File: config.mk
export PLATFORM = sky130hd
export DESIGN_NAME = uart_rx_ctrl
export DESIGN_NICKNAME = d
export VERILOG_FILES = /design/src/rtl/uart_pkg.sv /design/src/rtl/uart_sync_fifo.sv /design/src/rtl/uart_rx_ctrl.sv
export SDC_FILE = /design/constraint.sdc
export NUM_CORES = 1
export LEC_CHECK = 0
export CORE_MARGIN = 2
export CORE_UTILIZATION = 40
export CTS_BUF_LIST = sky130_fd_sc_hd__clkbuf_8 sky130_fd_sc_hd__clkbuf_16
export CTS_CLUSTER_SIZE = 28
export DETAILED_ROUTE_END_ITERATION = 8
export GPL_TIMING_DRIVEN = 0
export PLACE_DENSITY = 0.65
export SKIP_LAST_GASP = 1
export SYNTH_ARGS = -nofsm -noshare
export SYNTH_HDL_FRONTEND = slang
export SYNTH_SLANG_ARGS = --single-unit
export TNS_END_PERCENT = 30
File: constraint.sdc
create_clock -name clk -period 4.2 [get_ports clk]
set_clock_uncertainty 0.05 [all_clocks]
set_input_delay 1.05 -clock clk [delete_from_list [all_inputs] [get_ports clk]]
set_output_delay 1.05 -clock clk [all_outputs]
set_load 0.01 [all_outputs]
File: src/rtl/uart_pkg.sv
// Shared UART definitions: line-setting encodings, reset divider and the
// receive-controller configuration FSM state type.
package uart_pkg;

  typedef enum logic [1:0] {
    PARITY_NONE = 2'd0,
    PARITY_ODD  = 2'd1,
    PARITY_EVEN = 2'd2
  } parity_e;

  typedef enum logic [1:0] {
    STOP_1   = 2'd0,
    STOP_1P5 = 2'd1,
    STOP_2   = 2'd2
  } stop_e;

  typedef enum logic [0:0] {
    CFG_IDLE    = 1'b0,
    CFG_PENDING = 1'b1
  } cfg_state_e;

  localparam logic [15:0] RST_CLK_DIV = 16'd54;

endpackage

File: src/rtl/uart_sync_fifo.sv
// Show-ahead synchronous FIFO: the head entry is visible on o_dout while not empty.
module uart_sync_fifo #(
  parameter int unsigned DW    = 9,
  parameter int unsigned DEPTH = 16
) (
  input  logic                     clk,
  input  logic                     rst,
  input  logic                     i_push,
  input  logic                     i_pop,
  input  logic [DW-1:0]            i_din,
  output logic [DW-1:0]            o_dout,
  output logic                     o_full,
  output logic                     o_empty,
  output logic [$clog2(DEPTH):0]   o_level
);

  localparam int unsigned AW = $clog2(DEPTH);
  localparam int unsigned LW = AW + 1;

  logic [DW-1:0] r_mem [DEPTH];
  logic [AW-1:0] r_wr_ptr;
  logic [AW-1:0] r_rd_ptr;
  logic [LW-1:0] r_level;
  logic          w_push;
  logic          w_pop;

  // A push into a full FIFO is legal only when the head leaves in the same cycle
  assign w_pop  = i_pop && (r_level != '0);
  assign w_push = i_push && (!o_full || w_pop);

  always_ff @(posedge clk) begin
    if (rst) begin
      r_wr_ptr <= '0;
      r_rd_ptr <= '0;
      r_level  <= '0;
      for (int unsigned i = 0; i < DEPTH; i++) begin
        r_mem[i] <= '0;
      end
    end else begin
      if (w_push) begin
        r_mem[r_wr_ptr] <= i_din;
        r_wr_ptr        <= r_wr_ptr + AW'(1);
      end
      if (w_pop) begin
        r_rd_ptr <= r_rd_ptr + AW'(1);
      end
      if (w_push && !w_pop) begin
        r_level <= r_level + LW'(1);
      end else if (w_pop && !w_push) begin
        r_level <= r_level - LW'(1);
      end
    end
  end

  assign o_dout  = r_mem[r_rd_ptr];
  assign o_full  = (r_level == LW'(DEPTH));
  assign o_empty = (r_level == '0);
  assign o_level = r_level;

endmodule

File: src/rtl/uart_rx_ctrl.sv
// UART receive controller: character FIFO, overrun/idle-timeout flags and
// deferred line configuration. Optional idle timeout: UART_RX_CTRL_TIMEOUT_EN.
module uart_rx_ctrl #(
  parameter int unsigned WIDTH         = 8,
  parameter int unsigned DEPTH         = 16,
  parameter int unsigned TIMEOUT_TICKS = 640
) (
  input  logic                     clk,
  input  logic                     rst,
  input  logic                     rx_en,
  input  logic                     cfg_wr,
  input  logic [1:0]               cfg_w_parity,
  input  logic [1:0]               cfg_w_stop,
  input  logic [15:0]              cfg_w_div,
  output logic [1:0]               cfg_parity,
  output logic [1:0]               cfg_stop_bits,
  output logic [15:0]              cfg_clk_div,
  output logic                     cfg_pending,
  input  logic [WIDTH-1:0]         rx_dout,
  input  logic                     rx_valid,
  input  logic                     parity_err,
  output logic [WIDTH-1:0]         m_data,
  output logic                     m_perr,
  output logic                     m_valid,
  input  logic                     m_ready,
  output logic [$clog2(DEPTH):0]   level,
  output logic                     overrun,
  output logic                     timeout_irq,
  input  logic                     irq_clr
);
  import uart_pkg::*;

  localparam int unsigned LW = $clog2(DEPTH) + 1;
  localparam logic [0:0] ST_IDLE    = CFG_IDLE;
  localparam logic [0:0] ST_PENDING = CFG_PENDING;

  logic [WIDTH:0]  w_head;
  logic [LW-1:0]   w_level;
  logic            w_full;
  logic            w_empty;
  logic            w_push;
  logic            w_pop;
  logic            w_drop;
  logic            w_apply;
  logic            r_overrun;

  logic [0:0]      r_state;
  logic [0:0]      w_state_nxt;
  logic            w_ld_shadow;
  logic            w_ld_active;
  logic            r_pending;
  logic [1:0]      r_sh_parity;
  logic [1:0]      r_sh_stop;
  logic [15:0]     r_sh_div;
  logic [1:0]      r_cfg_parity;
  logic [1:0]      r_cfg_stop;
  logic [15:0]     r_cfg_div;

  assign w_pop  = !w_empty && m_ready;
  assign w_push = rx_valid && rx_en && (!w_full || w_pop);
  assign w_drop = rx_valid && rx_en && w_full && !w_pop;

  uart_sync_fifo #(
    .DW    (WIDTH + 1),
    .DEPTH (DEPTH)
  ) u_fifo (
    .clk     (clk),
    .rst     (rst),
    .i_push  (w_push),
    .i_pop   (w_pop),
    .i_din   ({parity_err, rx_dout}),
    .o_dout  (w_head),
    .o_full  (w_full),
    .o_empty (w_empty),
    .o_level (w_level)
  );

  assign m_data  = w_head[WIDTH-1:0];
  assign m_perr  = w_head[WIDTH];
  assign m_valid = !w_empty;
  assign level   = w_level;

  // Sticky overrun; a drop in the same cycle as irq_clr keeps it set
  always_ff @(posedge clk) begin
    if (rst) begin
      r_overrun <= 1'b0;
    end else if (w_drop) begin
      r_overrun <= 1'b1;
    end else if (irq_clr) begin
      r_overrun <= 1'b0;
    end
  end

  assign overrun = r_overrun;

`ifdef UART_RX_CTRL_TIMEOUT_EN
  localparam int unsigned QW = $clog2(TIMEOUT_TICKS + 1);
  localparam logic [QW-1:0] QUIET_MAX = QW'(TIMEOUT_TICKS);

  logic [15:0]   r_tick_cnt;
  logic [QW-1:0] r_quiet_cnt;
  logic          r_timeout;
  logic          w_tick;
  logic          w_quiet;
  logic          w_drain;

  // >= recovers cleanly if the divider shrinks below the running count
  assign w_tick  = (r_tick_cnt >= r_cfg_div);
  assign w_quiet = (r_quiet_cnt == QUIET_MAX);
  assign w_drain = w_pop && !w_push && (w_level == LW'(1));

  always_ff @(posedge clk) begin
    if (rst) begin
      r_tick_cnt  <= '0;
      r_quiet_cnt <= '0;
    end else begin
      r_tick_cnt <= w_tick ? 16'd0 : r_tick_cnt + 16'd1;
      if (w_push || w_pop || cfg_wr) begin
        r_quiet_cnt <= '0;
      end else if (w_tick && !w_quiet) begin
        r_quiet_cnt <= r_quiet_cnt + QW'(1);
      end
    end
  end

  // Emptying the FIFO withdraws the interrupt; otherwise set beats irq_clr
  always_ff @(posedge clk) begin
    if (rst) begin
      r_timeout <= 1'b0;
    end else if (w_drain || w_empty) begin
      r_timeout <= 1'b0;
    end else if (w_quiet) begin
      r_timeout <= 1'b1;
    end else if (irq_clr) begin
      r_timeout <= 1'b0;
    end
  end

  assign timeout_irq = r_timeout;
  assign w_apply     = !rx_en || (w_quiet && !w_push);
`else
  logic w_unused_timeout;

  assign w_unused_timeout = |TIMEOUT_TICKS;
  assign timeout_irq      = 1'b0;
  assign w_apply          = !rx_en;
`endif

  // Configuration FSM: a new write always wins over a same-cycle apply
  always_comb begin
    w_state_nxt = r_state;
    w_ld_shadow = 1'b0;
    w_ld_active = 1'b0;
    case (r_state)
      ST_IDLE: begin
        if (cfg_wr) begin
          w_state_nxt = ST_PENDING;
          w_ld_shadow = 1'b1;
        end
      end
      ST_PENDING: begin
        if (cfg_wr) begin
          w_ld_shadow = 1'b1;
        end else if (w_apply) begin
          w_state_nxt = ST_IDLE;
          w_ld_active = 1'b1;
        end
      end
      default: w_state_nxt = ST_IDLE;
    endcase
  end

  always_ff @(posedge clk) begin
    if (rst) begin
      r_state      <= ST_IDLE;
      r_pending    <= 1'b0;
      r_sh_parity  <= PARITY_NONE;
      r_sh_stop    <= STOP_1;
      r_sh_div     <= RST_CLK_DIV;
      r_cfg_parity <= PARITY_NONE;
      r_cfg_stop   <= STOP_1;
      r_cfg_div    <= RST_CLK_DIV;
    end else begin
      r_state   <= w_state_nxt;
      r_pending <= (w_state_nxt == ST_PENDING);
      if (w_ld_shadow) begin
        r_sh_parity <= cfg_w_parity;
        r_sh_stop   <= cfg_w_stop;
        r_sh_div    <= cfg_w_div;
      end
      if (w_ld_active) begin
        r_cfg_parity <= r_sh_parity;
        r_cfg_stop   <= r_sh_stop;
        r_cfg_div    <= r_sh_div;
      end
    end
  end

  assign cfg_parity    = r_cfg_parity;
  assign cfg_stop_bits = r_cfg_stop;
  assign cfg_clk_div   = r_cfg_div;
  assign cfg_pending   = r_pending;

endmodule
==> flow_summary_export.csv <==
group,metric,value,unit
critical_path,r2r_slack,1.24,ns
critical_path,r2r-end,"u_fifo.o_level[4]",
synth,ys_ff_latch,203,
cells_and_area,multi_input_area,2990,sq um
min_path,min-delay-start,"cfg_clk_div[13]",
clock_tree,cts_sinks,203,
clock_tree,cts_buffers,22,
timing,hold_viol,0,
synth,syn_area,8750,sq um
synth,synthFlopType,"edfxtp_1",
detailed_routing,via_per_inst,5.50,
synth,synth_edf_count,144,
min_path,min_to,"cfg_clk_div[13]",
synth,synth_cells,700,
synth,yosys_warnings,0,
synth,synth_compound_area_share,5.69,%
run_status,outcome,"complete, no violations",
timing,rsz0062_at_grt,"no",
timing,worst_slew_pin_slew,0.971,ns
detailed_routing,drtPass1Iterations,5,
timing,maxSlewHeadroom,35.1,%
min_path,holdPathStages,2,
floorplan,start_util,40.5,%
critical_path,critPathMaxFanout,10,
critical_path,crit_path_end_kind,"output port",
synth,synthSimpleGateAreaFrac,14.6,%
min_path,min-delay-path-class,"flip-flop to flip-flop",
timing,period_minus_slack,4.03,ns
critical_path,cp_top_family,"buffers and inverters",
floorplan,die_h,152,um
detailed_routing,wl_per_cell,21.4,um
clock_tree,clockBufferDepth,3,
critical_path,crit_chain,"buf_4, buf_2, mux4_2, a22oi_1, nand2_1, clkdlybuf4s50_1",
global_routing,grtUsageTotal,20.2,%
flow_run,drv_cap,0,
synth,avgSynthCellArea,12.5,sq um
critical_path,crit_type,"flip-flop to output port",
critical_path,worstPathRequired,3.10,ns
global_routing,grt_max_degree,13,
synth,yosysTopAreaCell,"edfxtp_1",
synth,seq_area_frac_synth,62.9,%
cells_and_area,seq_area,5510,sq um
detailed_routing,drc,0,
cells_and_area,drive_gt1_share,13.8,%
synth,synth_adder_area_share,1.52,%
cells_and_area,diodes,0,
global_routing,grt_remaining_overflow,0,
detailed_routing,vias,5974,
synth,syn_nets,746,
timing,fmax,248,MHz
synth,async_flop_share,0,%
cells_and_area,area_growth,19.7,%
cells_and_area,fin_area,10500,sq um
power_and_ir_drop,power_density,506,nW/um^2
critical_path,r2r-start,"u_fifo.o_level[0]",
synth,synth-xor-area-share,0.801,%
synth,synth_top_family_by_area,"simple AND/OR/NAND/NOR gates",
power_and_ir_drop,leakage,3.71,nW
critical_path,r2r_cells,10,
synth,yosys-top-cells-area,"edfxtp_1 (49%), dfxtp_1 (14%), mux4_2 (9.3%)",
detailed_routing,postRouteAntennaNets,0,
cells_and_area,final_common_cell,"nor2_1",
critical_path,critPathLaunchType,"flip-flop",
clock_tree,htree_levels,1,
placement,portBuffers,71,
clock_tree,ctsRootBufferMaster,"clkbuf_16",
cells_and_area,n_fill_cell,1964,
critical_path,cp_slowest_cell,"mux4_2",
floorplan,die_area,23100,sq um
floorplan,fp.dieW,152,um
power_and_ir_drop,ir_worst_vdd,0.412,mV
placement,place_area,9810,sq um
global_routing,grt_pass1_vias,6101,
global_routing,antenna_found_initial,0,
cells_and_area,final_cell_mix,"nor2_1 (181), edfxtp_1 (144), nand2_1 (88)",
synth,synthMuxAreaShare,11.6,%
placement,gp_congestion,0.843,
critical_path,critPathBufInv,3,
timing,finalSetupViolCount,0,
clock_tree,clock_latency,0.51,ns
timing,drv_slew,0,
detailed_routing,dr.first_iter.drc_count,569,
timing,post-route-period-util,96.0,%
power_and_ir_drop,power,0.00530,W
floorplan,io_pins,74,
clock_tree,cts_tree,"built",
cells_and_area,final_nets,841,
detailed_routing,wirelength,23300,um
global_routing,grt_first_pass_wirelength,35700,um
critical_path,critical_path_arrival,2.93,ns
synth,yosysUniqueCellTypes,46,
clock_tree,cts_setup_buffers,0,
floorplan,coreArea,21600,sq um
placement,dp_hpwl,16000,um
synth,synth_top_area_share,49.4,%
clock_tree,cts.clk_slew.worst_paths,0.06,ns
critical_path,slowest_delay,0.57,ns
floorplan,row_count,54,
==> power by group <==
group	switching (W)	internal, W	leakage, nW
clock network	0.000774	0.00102	0.346
registers	0.0000792	0.00225	1.97
logic	0.000585	0.000584	1.39
==> cell families (layout without fill, tap and decap cells) <==
family / count (synthesis) / after routing
multiplexers: 56 / 56
buffers and inverters: 51 / 158
other: 1 / 1
AO/OA/AOI/OAI: 68 / 68
XOR/XNOR: 8 / 8
adder cells (fa/ha/maj): 10 / 10
AND/OR/NAND/NOR: 303 / 303
flip-flops: 203 / 203
==> registers in the layout, indices dropped and copies added, names as in the netlist, 4 cells and up, named ones only <==
signal	flops
u_fifo.r_mem	144
cfg_clk_div	16
r_sh_div	16
u_fifo.o_level	5
u_fifo.r_rd_ptr	4
u_fifo.r_wr_ptr	4
==> Yosys cell counts (2+ instances only) <==
cell type,n
and3_1,4
ha_1,9
buf_2,8
a41o_1,3
a211o_1,4
nand3b_1,4
buf_4,13
inv_1,5
xor2_1,4
a22oi_1,18
mux2i_1,19
o211ai_1,2
and2_1,2
mux4_2,36
dfxtp_1,59
edfxtp_1,144
a211oi_1,2
nor2_1,181
a21o_1,4
a21oi_1,20
a31o_2,10
xnor2_1,4
nand3_1,2
clkbuf_1,14
buf_1,10
nand2_1,88
nor2b_1,10
nand3b_2,3
==> metal layers <==
metal | wire (um) | part of all wire [%] | global-route usage [%] | vias up
met2 | 11100 | 48 | 33.3 | 304
li1 | - | - | - | 2695
met5 | 0 | 0 | 0 | -
met4 | 663 | 2.8 | 6.59 | 0
met3 | 2160 | 9.3 | 4.42 | 50
met1 | 9400 | 40 | 26.6 | 2925
==> repair_timing <==
action / 4_1_cts / 5_1_grt
resized for setup: 1 / 3
endpoints found under the setup margin: 3 / 5
hold buffers: 0 / 0
==> metrics by stage <==
stage / utilization, % / setup slack, ns / hold WS (ns) / TNS [ns] / cells
after global routing: 48.4 / 0.0571 / 0.423 / 0 / 1087
after CTS: 48.4 / -0.0206 / 0.406 / -0.0246 / 1087
final: 48.4 / 0.166 / 0.402 / 0 / 1087
after global placement: 45.4 / 0.148 / 0.390 / 0 / 1051
after detailed placement: 45.4 / 0.117 / 0.396 / 0 / 1051
after floorplan: - / 1.10 / 0.380 / 0 / 700
==> how the worst max path moves through the flow <==
stage / startpoint / to / slack [ns] / cells after the start
final: flip-flop / m_data[0] / 0.17 / 6
after global routing: flip-flop / m_data[0] / 0.06 / 6
after CTS: flip-flop / m_perr / -0.02 / 6
after detailed placement: rx_en / u_fifo.o_level[4] / 0.12 / 11
after global placement: rx_en / u_fifo.o_level[4] / 0.15 / 11
after floorplan: rx_valid / u_fifo.o_level[4] / 1.10 / 10
==> tightest hold or removal path: stages (launching register included) <==
cell and delay [ns]:
dfxtp_1 0.31, nand2_1 0.05, a21oi_1 0.05
==> layout make-up <==
cell class	instances	area share [%]
flip-flops and latches	203	52.6
multi-input cells	446	28.6
repair buffers	71	6.79
clock buffers	23	5.39
well taps	280	3.35
plain buffers	46	2.26
clock inverters	13	0.872
inverters	5	0.179
No activity file was read; power rests on OpenSTA's default activity.
